## src/rtl/online_otf_converter.sv

```systemverilog
`default_nettype none
// ============================================================================
//  Module      : online_otf_converter
//  Description : On-the-fly Q/QM conversion of an MSD-first signed-digit
//                stream into PRECISION+1 bit two's-complement words.
//  Revision    : 1.0 - initial release
// ============================================================================
module online_otf_converter #(
  parameter int PRECISION = 8
) (
  input  logic                 clk,
  input  logic                 rst,
  input  logic [1:0]           digit_in,
  input  logic                 digit_valid,
  input  logic                 flush,
  output logic [PRECISION:0]   result,
  output logic                 result_valid,
  output logic                 digit_err,
  output logic                 busy
);

  localparam int CNT_W = $clog2(PRECISION + 1);
  localparam logic [CNT_W-1:0] C_LAST = CNT_W'(PRECISION - 1);
  localparam logic [PRECISION:0] C_Q_INIT  = '0;
  localparam logic [PRECISION:0] C_QM_INIT = '1;

  logic [PRECISION:0] r_q;
  logic [PRECISION:0] r_qm;
  logic [CNT_W-1:0]   r_cnt;
  logic               r_err_acc;
  logic [PRECISION:0] r_result;
  logic               r_result_valid;
  logic               r_digit_err;

  logic               w_pos;
  logic               w_neg;
  logic               w_rsv;
  logic [PRECISION:0] w_q_nxt;
  logic [PRECISION:0] w_qm_nxt;
  logic               w_last;

  assign w_pos  = (digit_in == 2'b01);
  assign w_neg  = (digit_in == 2'b11);
  assign w_rsv  = (digit_in == 2'b10);
  assign w_last = (r_cnt == C_LAST);

  // QM tracks Q-1 so a negative digit never needs a borrow chain.
  always_comb begin
    w_q_nxt  = {r_q[PRECISION-1:0], 1'b0};
    w_qm_nxt = {r_qm[PRECISION-1:0], 1'b1};
    if (w_pos) begin
      w_q_nxt  = {r_q[PRECISION-1:0], 1'b1};
      w_qm_nxt = {r_q[PRECISION-1:0], 1'b0};
    end else if (w_neg) begin
      w_q_nxt  = {r_qm[PRECISION-1:0], 1'b1};
      w_qm_nxt = {r_qm[PRECISION-1:0], 1'b0};
    end
  end

  always_ff @(posedge clk or posedge rst) begin
    if (rst) begin
      r_q            <= C_Q_INIT;
      r_qm           <= C_QM_INIT;
      r_cnt          <= '0;
      r_err_acc      <= 1'b0;
      r_result       <= '0;
      r_result_valid <= 1'b0;
      r_digit_err    <= 1'b0;
    end else begin
      r_result_valid <= 1'b0;
      if (flush) begin
        r_q       <= C_Q_INIT;
        r_qm      <= C_QM_INIT;
        r_cnt     <= '0;
        r_err_acc <= 1'b0;
      end else if (digit_valid) begin
        if (w_last) begin
          // Final digit: publish and restart in the same edge, no bubble.
          r_result       <= w_q_nxt;
          r_digit_err    <= r_err_acc | w_rsv;
          r_result_valid <= 1'b1;
          r_q            <= C_Q_INIT;
          r_qm           <= C_QM_INIT;
          r_cnt          <= '0;
          r_err_acc      <= 1'b0;
        end else begin
          r_q       <= w_q_nxt;
          r_qm      <= w_qm_nxt;
          r_cnt     <= r_cnt + 1'b1;
          r_err_acc <= r_err_acc | w_rsv;
        end
      end
    end
  end

  assign result       = r_result;
  assign result_valid = r_result_valid;
  assign digit_err    = r_digit_err;
  assign busy         = (r_cnt != '0);

endmodule
`default_nettype wire

```

## config.mk

```make
export PLATFORM = sky130hd
export DESIGN_NAME = online_otf_converter
export DESIGN_NICKNAME = d
export VERILOG_FILES = /design/src/rtl/online_otf_converter.sv
export SDC_FILE = /design/constraint.sdc
export NUM_CORES = 1
export LEC_CHECK = 0
export ABC_AREA = 1
export BUFFER_PORTS_ARGS = -buffer_cell sky130_fd_sc_hd__buf_2
export CORE_MARGIN = 8
export CORE_UTILIZATION = 30
export DETAILED_ROUTE_END_ITERATION = 8
export PLACE_DENSITY_LB_ADDON = 0.12
export SLEW_MARGIN = 0
export SYNTH_ARGS = -nofsm -noshare
export SYNTH_HDL_FRONTEND = slang
export SYNTH_SLANG_ARGS = --single-unit
```

## constraint.sdc

```tcl
create_clock -name clk -period 1.6 [get_ports clk]
set_input_delay 0.32 -clock clk [delete_from_list [all_inputs] [get_ports clk]]
set_output_delay 0.32 -clock clk [all_outputs]
set_load 0.05 [all_outputs]
```

==> After elaboration in Yosys (flattened, before gate mapping) <==
Index checks and enable logic that the tools add are counted.
{ "classes": {"eq_ne": 4, "bitwise_logic": 2, "n_reduce_logical": 3, "add_sub_neg": 1, "n_mux": 19} }
{ "op_table": {"columns": ["cell", "n"], "rows": [
  ["8-bit 2-to-1 mux", 7],
  ["9-bit 2-to-1 mux", 2],
  ["4-bit 2-to-1 mux", 3],
  ["1-bit 2-to-1 mux", 7],
  ["4-bit by 1-bit adder with 4-bit output (second input constant)", 1],
  ["2-bit == test (second input constant)", 2],
  ["4-bit by 3-bit == test with 1-bit output (second input constant)", 1],
  ["4-bit nonzero test", 1],
  ["3-bit AND reduction", 1],
  ["2-bit by 1-bit == test with 1-bit output (second input constant)", 1],
  ["2-bit nonzero test", 1],
  ["1-bit NOT", 1],
  ["1-bit bitwise OR", 1]
]} }
{ "word_totals": {"regBits": 32} }

==> Longest topological paths before layout <==
{ "depth": {"word_depth": 6, "mapped_depth": 7} }

==> Worst setup path after synthesis <==
Ideal clock, no wire load.
{ "synth_path": {"kind": "register to output", "from": "register r_cnt[0]", "to": "output busy", "path_buffers": 0, "arrival_time_ns": 0.987, "path_slack_ns": 0.293, "path_stages_with_launch": 4, "t_required_ns": 1.280, "cell_sequence": "dfrtp_1 inv_1 ha_1 nand3_1"} }
{ "synth_between": {"elab_chain_len": 1} }
{ "synth_rtl": {"columns": ["element", "line", "text"], "rows": [
  ["start: declaration", "29", "logic [CNT_W-1:0] r_cnt;"],
  ["start signal: assignment", "89", "r_cnt <= r_cnt + 1'b1;"],
  ["4-bit nonzero test", "99", "assign busy = (r_cnt != '0);"],
  ["end: declaration", "19", "output logic busy"]
]} }
No other way between the ends.

==> Final worst setup path <==
Ends and elaborated chain as after synthesis.

==> metrics <==
initial antenna violation count 0; Critical Path Sink Type output pin; iteration count of the initial detailed-routing pass 4; Port Buf Inserts 17; DRC 0; GRT overflow 0; Synthesis Warnings 0; GP Congestion 0.753; # rows 26; crit share post-route 95.7%; Max H-tree Level 2; Synth async-reset ratio 100%; setup TNS 0 ns; reg-to-reg setup timing slack 0.25 ns; Clock Root Buffer clkbuf_8; Max Cap Viol 0; TritonCTS buffer count 5; Post-CTS Hold Fix Bufs 0; status completed; syn nets 207; post-cts resize count 0; GRT Resource Usage Total 10.1%; Required @ worst endpoint 1.28 ns; io pins 18; number of synthesized flops with an enable pin 0; syn avg cell area 7.86 sq um; hpwl dp 2.53 mm; Core ar. 5070 sq um; Worst path slowest cell dfrtp_1; # Post-CTS Setup Buffers 0; fmax 653 MHz; post-synthesis cell area 1560 sq um; layout cells sized above 1 21.6%; routed len/inst 12.0 um; Yosys reg bits 32; Slew @ Worst Pin 0.428 ns; chip width 88.2 um; arrival time worst endpoint 1.21 ns; worst min-delay path class in -> async; final hold vios 0; Initial Util 30.8%; P&R area growth vs syn 16.6%; Synth cell types 21; pwr/cell area 1020 nW/um^2; startpoint types flop; clk sinks 32; nets 229; pin count of the biggest net entering global routing 33; routed wire length 3.51 mm; worst skew pair latency 0.28 ns; Detail Route Antenna Nets 0; fillcell total 565; WHS 0.109 ns; die span in y 88.2 um; CP Cell Sequence inv_1 -> ha_1 -> nand3_1 -> buf_4; DR iter-0 viols 65; CTS tree yes; clk_skew 0.00373 ns; Largest stage delay, worst path 0.40 ns; Worst-path clk slew 0.07 ns; RSZ-0062 raised after global routing false; Vias/cell 4.30; final setup vio count 0; synthesized instance count 199; multi-input logic area 647 sq um; Final Max Slew Viols 0; leakage 0.998 nW; Die Area 7780 sq um; diodes inserted 0; min Tclk post-route 1.53 ns; kind of critical path reg -> out; crit-path max FO 3; register area 811 sq um; Worst slew margin 71.5%; Max clock buf depth 2; Seq/Total Area, Yosys 51.8%; via count of the first global-routing pass 1,255; via count 1,257; largest vdd supply drop 307 uV; first-pass GRT wire length 6.08 mm; Most used DFF post-synth dfrtp_1
metal layers:
layer | track usage (%) | vias to the layer above | part of all wire (%)
met5 | 0 | - | 0
met4 | 4.61 | 0 | 1.9
met3 | 2.72 | 7 | 4.9
met2 | 14.9 | 23 | 42
met1 | 13.4 | 568 | 51
li1 | - | 659 | -
synth_stat cells (2+ instances only):
master / number / area, sq um
o22ai_1: 2 / 12.5
dfstp_2: 8 / 210
inv_1: 9 / 33.8
o21ai_1: 2 / 10.0
nand2_1: 83 / 312
nand3_1: 24 / 120
buf_6: 2 / 22.5
o21ai_2: 2 / 17.5
ha_1: 2 / 25.0
dfrtp_1: 24 / 601
nor2_1: 24 / 90.1
a21oi_1: 2 / 10.0
buf_4: 4 / 30.0
inv_2: 4 / 15.0
cell type report:
| type | instances | share of cell area [%] |
|---|---|---|
| Sequential cell | 32 | 44.4 |
| Multi-Input combinational cell | 147 | 35.5 |
| Inverter | 14 | 2.95 |
| Clock buffer | 6 | 3.98 |
| Timing Repair Buffer | 21 | 6.45 |
| Clock inverter | 2 | 1.92 |
| Tap cell | 70 | 4.80 |
sequential cells by signal, summed over array words and instances, names as in the netlist:
name	count
result	9
result_valid	1
r_cnt	4
r_qm	8
r_err_acc	1
digit_err	1
r_q	8
report_power, final:
part           internal (W)  switching (W)  leakage, nW
Clock              0.000462       0.000313       0.0552
Sequential         0.000857      0.0000288        0.415
Combinational     0.0000598       0.000132        0.528
logic make-up after synthesis:
| logic type | share of synthesized area (%) |
|---|---|
| flops | 51.8 |
| fa+ha+maj | 1.60 |
| simple gates | 36.2 |
| buf+inv | 6.80 |
| compound gates | 3.52 |
layout by cell type (no fill, tap or decap):
cell type / netlist / routed
a21oi_1: 2 / 2
buf_2: 0 / 16
buf_4: 4 / 5
bufinv_16: 0 / 1
clkbuf_1: 0 / 1
clkbuf_8: 0 / 5
clkinv_2: 1 / 2
dfrtp_1: 24 / 24
dfstp_2: 8 / 8
ha_1: 2 / 2
inv_1: 9 / 9
inv_2: 4 / 4
nand2_1: 83 / 83
nand2_2: 1 / 1
nand2_4: 1 / 1
nand3_1: 24 / 24
nand3_2: 1 / 1
nor2_1: 24 / 24
nor2_2: 1 / 1
nor2_4: 1 / 1
o21ai_0: 1 / 1
o21ai_1: 2 / 2
o21ai_2: 2 / 2
o22ai_1: 2 / 2
critical path, delay by kind of cell, from the launching register on:
kind                       cells  cell delay (ns)
adders and majority gates      1             0.15
buffers and inverters          2             0.30
and+or+nand+nor                1             0.08
DFF                            1             0.40
metrics by stage:
stage / worst slack (ns) / instances / total power (W) / instance area, sq um / utilization (%)
3_5_place_dp: 0.250 / 284 / 0.00109 / 1710 / 33.8
4_1_cts: 0.000119 / 292 / 0.00188 / 1820 / 35.9
5_1_grt: 0.00470 / 292 / 0.00196 / 1820 / 35.9
6_report: 0.0684 / 292 / 0.00185 / 1820 / 35.9
3_3_place_gp: 0.285 / 284 / 0.00109 / 1710 / 33.8
2_1_floorplan: 0.293 / 199 / 0.00104 / 1560 / -
worst paths after layout:
path | from | endpoint | cells after the start
max | r_cnt[0] | busy | 4
min | rst | r_cnt[3] | 3
max reg2reg | r_cnt[0] | result[1] | 7
min reg2reg | result[1] | result[1] | 2
max in group asynchronous | rst | r_qm[1] | 3
min in group clk | flush | r_cnt[0] | 4
No activity file was read; power rests on OpenSTA's default activity.
